File: config.mk
export PLATFORM = sky130hd
export DESIGN_NAME = conv_feeder_flat
export DESIGN_NICKNAME = d
export VERILOG_FILES = /design/src/rtl/conv_feeder_if.sv /design/src/rtl/conv_feeder.sv /design/src/flat_wrapper.sv
export SDC_FILE = /design/constraint.sdc
export NUM_CORES = 1
export LEC_CHECK = 0
export CAP_MARGIN = 20
export CORE_MARGIN = 2
export CORE_UTILIZATION = 50
export DETAILED_ROUTE_END_ITERATION = 12
export DONT_BUFFER_PORTS = 1
export PLACE_DENSITY = 0.77
export SYNTH_ARGS = -nofsm -noshare
export SYNTH_HDL_FRONTEND = slang
export SYNTH_SLANG_ARGS = --single-unit
File: constraint.sdc
create_clock -name clk -period 3.65 [get_ports clk]
set_input_delay 0.5475 -clock clk [delete_from_list [all_inputs] [get_ports clk]]
set_output_delay 0.5475 -clock clk [all_outputs]
set_load 0.02 [all_outputs]
File: src/rtl/conv_feeder_if.sv
// AXI-Stream byte feed from the DMA into the conv operand feeder.
// The master is the DMA side, which drives data, valid and last.
// The slave is the feeder, which returns ready.
interface conv_feeder_if;
    logic [31:0] tdata;
    logic        tvalid;
    logic        tready;
    logic        tlast;

    modport master (output tdata, output tvalid, output tlast, input tready);
    modport slave  (input tdata, input tvalid, input tlast, output tready);
endinterface

File: src/rtl/conv_feeder.sv
// conv_feeder: unpacks a 32-bit stream frame into 72-bit 3x3 operand vectors.
// The first 9 bytes of a frame become the held weight vector.
// Every following 9 bytes form one patch. Each patch leaves together with the
// weights as a paired w_valid/p_valid pulse.
module conv_feeder #(
    parameter int CNT_W = 16
) (
    input  logic               clk,
    input  logic               rst,
    input  logic               start,
    conv_feeder_if.slave       s_axis,
    output logic [71:0]        w,
    output logic               w_valid,
    output logic [71:0]        p,
    output logic               p_valid,
    output logic               done,
    output logic               err,
    output logic [CNT_W-1:0]   patch_cnt
);

    typedef enum logic [1:0] {
        IDLE   = 2'd0,
        LOAD_W = 2'd1,
        LOAD_P = 2'd2,
        FLUSH  = 2'd3
    } state_t;

    state_t       state;
    logic [3:0]   fill;        // valid bytes in buf_q, 0..12
    logic [95:0]  buf_q;       // byte i = buf_q[8i+7:8i], byte 0 is the oldest
    logic [71:0]  w_hold;      // weights captured at the start of the frame
    logic         from_w;      // frame ended before its weights were complete
    logic         pair_vld;

    logic         acc;
    logic         ext;
    logic         last_acc;
    logic [127:0] cat;
    logic [71:0]  ext_bytes;
    logic [95:0]  buf_next;
    logic [3:0]   fill_next;

    // The stream is only open while a frame is being loaded.
    assign s_axis.tready = (state == LOAD_W) || (state == LOAD_P);
    assign acc           = s_axis.tvalid && s_axis.tready;
    assign last_acc      = acc && s_axis.tlast;
    // Any whole group of 9 bytes leaves the buffer in the same cycle it appears.
    assign ext           = (fill >= 4'd9);

    // Combine the append and the extraction into a single buffer update.
    // The new beat lands at index fill, which is at most 12. Indices 12..15 are
    // used only when a 9-byte group leaves in the same cycle, so the result
    // always fits in 12 bytes.
    always_comb begin
        cat = {32'd0, buf_q};
        if (acc) begin
            cat[{fill, 3'b000} +: 32] = s_axis.tdata;
        end
        ext_bytes = cat[71:0];
        buf_next  = ext ? 96'(cat >> 72) : cat[95:0];
        fill_next = fill + (acc ? 4'd4 : 4'd0) - (ext ? 4'd9 : 4'd0);
    end

    // The byte storage and the weight holding register need no reset.
    // Their contents only matter when the fill count or state qualify them.
    always_ff @(posedge clk) begin
        buf_q <= buf_next;
        if (state == LOAD_W && ext) begin
            w_hold <= ext_bytes;
        end
    end

    // Frame sequencing FSM. It owns the fill count and all registered outputs.
    always_ff @(posedge clk) begin
        if (rst) begin
            state     <= IDLE;
            fill      <= 4'd0;
            from_w    <= 1'b0;
            pair_vld  <= 1'b0;
            done      <= 1'b0;
            err       <= 1'b0;
            patch_cnt <= '0;
            w         <= '0;
            p         <= '0;
        end else begin
            pair_vld <= 1'b0;
            done     <= 1'b0;
            fill     <= fill_next;
            case (state)
                IDLE: begin
                    if (start) begin
                        state     <= LOAD_W;
                        patch_cnt <= '0;
                        err       <= 1'b0;
                        from_w    <= 1'b0;
                    end
                end
                LOAD_W: begin
                    if (ext) begin
                        // The weights are captured by the data block.
                        // A tlast arriving in this same cycle still ends the frame.
                        state <= last_acc ? FLUSH : LOAD_P;
                    end else if (last_acc) begin
                        state  <= FLUSH;
                        err    <= 1'b1;
                        from_w <= 1'b1;
                    end
                end
                LOAD_P: begin
                    if (ext) begin
                        p         <= ext_bytes;
                        w         <= w_hold;
                        pair_vld  <= 1'b1;
                        patch_cnt <= patch_cnt + CNT_W'(1);
                    end
                    if (last_acc) begin
                        state <= FLUSH;
                    end
                end
                FLUSH: begin
                    if (ext) begin
                        // A frame that never completed its weights only drains.
                        if (!from_w) begin
                            p         <= ext_bytes;
                            w         <= w_hold;
                            pair_vld  <= 1'b1;
                            patch_cnt <= patch_cnt + CNT_W'(1);
                        end
                    end else begin
                        if (fill != 4'd0) begin
                            err <= 1'b1;
                        end
                        fill  <= 4'd0;
                        done  <= 1'b1;
                        state <= IDLE;
                    end
                end
                default: state <= IDLE;
            endcase
        end
    end

    assign w_valid = pair_vld;
    assign p_valid = pair_vld;

    // Structural invariants of the byte buffer.
    fill_bounded: assert property (@(posedge clk) disable iff (rst) fill <= 4'd12);
    idle_empty:   assert property (@(posedge clk) disable iff (rst) (state == IDLE) |-> (fill == 4'd0));

endmodule

File: src/flat_wrapper.sv
// flat-port wrapper written by rule: the top's interface ports become plain ports
module conv_feeder_flat 
#(
    parameter int CNT_W = 16
)
  (clk, rst, start, w, w_valid, p, p_valid, done, err, patch_cnt, s_axis_tdata, s_axis_tvalid, s_axis_tlast, s_axis_tready);
  conv_feeder_if s_axis_i ();
  input  logic clk;
  input  logic rst;
  input  logic start;
  output logic [71:0] w;
  output logic w_valid;
  output logic [71:0] p;
  output logic p_valid;
  output logic done;
  output logic err;
  output logic [CNT_W-1:0] patch_cnt;
  input wire logic [$bits(s_axis_i.tdata)-1:0] s_axis_tdata;
  input wire logic [$bits(s_axis_i.tvalid)-1:0] s_axis_tvalid;
  input wire logic [$bits(s_axis_i.tlast)-1:0] s_axis_tlast;
  output wire logic [$bits(s_axis_i.tready)-1:0] s_axis_tready;
  assign s_axis_i.tdata = s_axis_tdata;
  assign s_axis_i.tvalid = s_axis_tvalid;
  assign s_axis_i.tlast = s_axis_tlast;
  assign s_axis_tready = s_axis_i.tready;
  conv_feeder #(.CNT_W(CNT_W)) u_core (.clk(clk), .rst(rst), .start(start), .s_axis(s_axis_i), .w(w), .w_valid(w_valid), .p(p), .p_valid(p_valid), .done(done), .err(err), .patch_cnt(patch_cnt));
endmodule
Word level (Yosys, flattened, before mapping):

Index checks and enable logic that the tools add are counted.

* register bits: 338
* word-level logic and storage cells: 85

* add/sub/neg operators: 4
* magnitude comparators: 1
* eq/ne operators: 11
* shifts and indexed selects: 2
* muxes and demuxes: 38
* bitwise operators: 1
* reductions and logical operators: 16

Operators with widths (count)
* $mux W72: 6
* $pmux W72 S2: 2
* $bwmux W128: 1
* $mux W128: 1
* $shift A32 B9 Y128 const A: 1
* $shiftx A32 B9 Y128: 1
* $mux W16: 4
* $mux W56: 1
* $pmux W16 S3: 1
* $add A16 B1 Y16 const B: 1
* $mux W4: 3
* $mux W1: 10
* $neg A7 Y9: 1
* $mux W2: 4
* $ne A2 B1 Y1 const B: 4
* $ne A2 B2 Y1 const B: 4
* $pmux W2 S4: 1
* $reduce_and A4 Y1: 2
* $reduce_and A6 Y1: 1
* $reduce_bool A3 Y1: 2
* $reduce_and A5 Y1: 1
* $add A4 B4 Y4: 1
* $eq A2 B2 Y1 const B: 2
* $ge A4 B4 Y1 const B: 1
* other kinds (13): 17

Logic depth before layout (Yosys ltp):

* depth in word-level cells: 8
* gate-level depth with buffers: 19
* mapped depth without buffers: 14

Worst setup path after synthesis:

OpenSTA, ideal clock, no wires.

* path type: flip-flop to flip-flop
* start: reg u_core.fill[0]
* end: reg u_core.fill[3]
* data arrival time: 3.567 ns
* required time: 3.522 ns
* slack: -0.044 ns
* stages on the path, launching flop included: 19
* period minus slack after synthesis: 3.694 ns
* cell sequence: dfxtp_1 -> buf_2 -> inv_1 -> clkbuf_1 -> ha_1 -> or3b_2 -> clkbuf_1 -> nand2_1 -> clkinv_1 -> clkbuf_1 -> clkbuf_1 -> ha_1 -> inv_1 -> ha_1 -> fa_1 -> xnor2_1 -> mux2i_1 -> a21oi_1 -> nor2_1

* word-level cells in the longest chain between the ends: 5
* elaborated cells on any way between the ends: 6
* those cells by class: 2 x add/sub; 1 x order compare; 3 x mux

RTL lines
* from (decl): RTL line conv_feeder.sv:29 `logic [3:0] fill;`
* from (signal assigned): RTL line conv_feeder.sv:88 `fill <= fill_next;`
* $ge A4 B4 Y1 *: RTL line conv_feeder.sv:48 `assign ext = (fill >= 4'd9);`
* named net u_core.ext: RTL line conv_feeder.sv:36 `logic ext;`
* $mux W4: RTL line conv_feeder.sv:61 `fill_next = fill + (acc ? 4'd4 : 4'd0) - (ext ? 4'd9 : 4'd0);`
* $sub A4 B4 Y4: RTL line conv_feeder.sv:61
* $mux W4: RTL line conv_feeder.sv:121 `if (ext) begin`
* $mux W4 *: RTL line conv_feeder.sv:89 `case (state)`

Mark *: on every way through the listed nets, which the timed path passes. The rest lies on a longest branch.
A chain may end at the register's enable or synchronous reset.

Worst setup path after layout:

* start: reg u_core.fill[0]
* end: reg u_core.p[37]

* word-level cells in the longest chain between the ends: 7
* elaborated cells on any way between the ends: 13
* those cells by class: 1 x add/sub; 1 x order compare; 2 x eq/ne; 2 x shift; 6 x mux; 1 x reduce/logical

RTL lines
* $neg A7 Y9: RTL line conv_feeder.sv:57 `cat[{fill, 3'b000} +: 32] = s_axis.tdata;`
* $shiftx A32 B9 Y128 / $shift A32 B9 Y128 (equally long branches): RTL line conv_feeder.sv:57
* $bwmux W128: RTL line conv_feeder.sv:57
* $mux W128: RTL line conv_feeder.sv:56 `if (acc) begin`
* $mux W72: RTL line conv_feeder.sv:123 `if (!from_w) begin`
* $mux W72: RTL line conv_feeder.sv:121
* $pmux W72 S2: RTL line conv_feeder.sv:89
* to (signal assigned): RTL line conv_feeder.sv:111 `p <= ext_bytes;`
* to (signal assigned): RTL line conv_feeder.sv:124 `p <= ext_bytes;`
* to (decl): RTL line conv_feeder.sv:14 `output logic [71:0] p,`

Parallel ways exist; a longest one is shown, timed or not. The select of a mux whose other input is x is not followed.

==> impl_metrics.tcl <==
set metrics [dict create \
    utilization 0.573 \
    critical_path.max_fanout 74 \
    status "complete, no violations" \
    cp.required_ns 4.06 \
    drt_pass1_iterations 5 \
    synth_top_family_by_area "compound AO/OA/AOI/OAI gates" \
    io_buffers 0 \
    postCtsHoldBufs 0 \
    place.gp.congestion 0.964 \
    antenna_found_initial 0 \
    dieArea_um2 30000 \
    p_switching_mw 4.39 \
    root_buffer "clkbuf_16" \
    synthesis.nets 1572 \
    synthDominantCellAreaShare 0.372 \
    pre_cts_slack_ns 0.413 \
    synth_cell_types 69 \
    max_freq_mhz 298 \
    worst-setup-path-type "reg -> reg" \
    clockPowerShare 0.291 \
    start_util 0.512 \
    vias 11400 \
    hp-class "in -> reg" \
    ys_ff_latch 338 \
    synth.most_common_cell "dfxtp_1" \
    p_sw_frac 0.355 \
    wl_per_cell_um 21.9 \
    postCtsSetupBuffers 0 \
    total_power_mw 12.4 \
    min_period_ns 3.36 \
    worst_slew_pin_slew_ns 1.10 \
    crit_path_end "u_core.p[37]" \
    cts_made_buffers 35 \
    dp_hpwl_mm 29.5 \
    synth_compound_area_frac 0.171 \
    grt_usage 0.271 \
    yosys-top-cells-count "266 x dfxtp_1, 237 x nand2_1, 102 x nor2_1, 94 x clkbuf_1, 91 x inv_1" \
    cts_tree "built" \
    critPathArrivalTime_ns 3.77 \
    ir_worst_vdd_v 0.000386 \
    cp-end-kind "register" \
    die_w_um 173 \
    synthMuxAreaShare 0.0825 \
    reg2regPathDepth 10 \
    synth_xor_area_frac 0.00978 \
    slew_headroom 0.265 \
    cp-start-kind "register" \
    clkSlewWorstSetupHoldPaths_ns 0.06 \
    p_per_area_nw_per_um2 771 \
    htree_levels 2 \
    antennaDiodeCount 0 \
    finalMaxSlewViolations 0 \
    areaGrowthSynthToFinish_pct 12.0 \
    synth_edf_count 72 \
    ctsResizeCount 0 \
    drive_gt1_frac 0.107 \
    rows 61 \
    drtIter0Drc 1034 \
    timing.rr.start "u_core.fill[0]" \
    synthCells 1522 \
    p_seq_frac 0.364 \
    register_area_um2 7490 \
    finalSetupViolations 0 \
    grt_pass1_wl_mm 64.5 \
    final.setup.tns_ns 0 \
    startpoint "u_core.fill[0]" \
    synth_area_leaders "dfxtp_1 37%, edfxtp_1 15%, mux2i_1 6.3%, nand2_1 6.2%, o22ai_1 3.9%" \
    core_area_um2 28000 \
    drc 0 \
    p_comb_frac 0.345 \
    overflow 0 \
    ys.flop_type "dfxtp_1" \
    clockBufferDepth 3 \
    io_pins 202 \
    period_share 0.921 \
    synthAdderAreaFrac 0.0119 \
    yosys_warnings 0 \
    nets 1557 \
    grt_max_degree 105 \
    synth-simple-area-share 0.148 \
    fin_skew_ns 0.0167 \
    max_cap_violations 0 \
    layout_setup_ws_ns 0.289 \
    fp.dieH_um 173 \
    avgSynthCellArea_um2 9.42 \
    yosysSeqAreaShare 0.522 \
    clk_latency_ns 0.52 \
    viasPerCell 5.96 \
    wl_mm 41.8 \
    clock_sinks 338 \
    synth_area_um2 14300 \
    r2r_end "u_core.p[37]" \
    finalHoldViolCount 0 \
    whs_ns 0.0912 \
    first_global_vias 11100 \
    ys_async_sr_fraction 0 \
    p_int_mw 7.99 \
    drtAntennaViolNets 0 \
    rsz0062_at_grt "no" \
    ff2ff_setup_slack_ns 0.29 \
    multiInputGateArea_um2 6080 \
    leakagePower_nw 5.95 \
    fillers 2450 \
    synth_top_area_cell "dfxtp_1" \
]
## worst max-delay path, cell delays in order, from the launching register on
cell	delay, ns
dfxtp_1	0.33
buf_4	0.47
ha_1	0.33
or3b_2	0.21
nand2_1	0.09
inv_2	0.07
buf_4	0.43
o21a_4	0.24
buf_4	0.59
nor2_1	0.11
a211oi_1	0.28
## kinds of logic (layout without fill, tap and decap cells)
group           after synthesis  count (layout)
flops                       338             338
simple gates                472             472
xor+xnor                     16              16
mux                         115             115
buf+inv                     205             217
compound gates              363             363
fa+ha+maj                    13              13
## state kept, by name, indices dropped and copies added (netlist names)
register,count
u_core.from_w,1
u_core.state,2
u_core.buf_q,96
u_core.fill,4
u_core.p_valid,1
u_core.err,1
u_core.w_hold,72
u_core.w,72
u_core.p,72
u_core.done,1
u_core.patch_cnt,16
## layout make-up
cell class	count	area share
Sequential cell	338	0.467
Multi-Input combinational cell	979	0.379
Clock buffer	50	0.0624
Timing Repair Buffer	59	0.0299
Tap cell	378	0.0295
Inverter	94	0.0220
Clock inverter	14	0.0106
## layer usage
metal | vias to the layer above | global-route usage | share of wire
li1 | 5360 | - | -
met1 | 5432 | 0.343 | 0.41
met2 | 479 | 0.436 | 0.45
met3 | 125 | 0.0724 | 0.086
met4 | 0 | 0.121 | 0.046
met5 | - | 0 | 0
## through the flow
stage | area, um^2 | cells
6_report | 16000 | 1912
5_1_grt | 16000 | 1912
4_1_cts | 16000 | 1912
3_5_place_dp | 14900 | 1848
3_3_place_gp | 14900 | 1848
2_1_floorplan | 14300 | 1522
## placed cells by master (no fill, tap or decap), types with 8 or more instances in the layout
cell type and instances:
clkbuf_1 8, mux2_2 25, a31oi_1 20, and2_1 20
o32ai_1 8, a22o_1 17, nor2_1 102, o2bb2ai_1 23
o21ai_0 18, mux2i_1 90, clkbuf_16 35, a32oi_1 8
inv_1 91, ha_1 12, o31ai_1 33, dfxtp_1 266
nand2_1 237, a21oi_1 89, a211oi_1 24, nor2b_1 8
nand3_1 20, edfxtp_1 72, and3_1 13, xnor2_1 11
nor3_1 29, a221oi_1 8, o22ai_1 89, buf_4 56
## how the worst min path moves through the flow
stage | start | end | slack (ns) | cells past startpoint
after floorplan | u_core.buf_q[72] | u_core.buf_q[72] | 0.45 | 2
after detailed placement | u_core.buf_q[88] | u_core.buf_q[88] | 0.48 | 2
after global placement | u_core.buf_q[75] | u_core.buf_q[75] | 0.46 | 2
after CTS | rst | u_core.patch_cnt[1] | 0.08 | 1
final | rst | u_core.patch_cnt[1] | 0.09 | 1
after global routing | rst | u_core.w[7] | 0.08 | 1
## power by group through the flow
stage	Clock (mW)	Sequential, mW	Combinational, mW
2_1_floorplan	0	4.53	2.78
3_3_place_gp	0	4.56	4.12
3_5_place_dp	0	4.58	4.15
4_1_cts	3.66	4.50	4.17
5_1_grt	3.80	4.54	4.58
6_report	3.60	4.51	4.27
No activity file was read; power rests on OpenSTA's default activity.
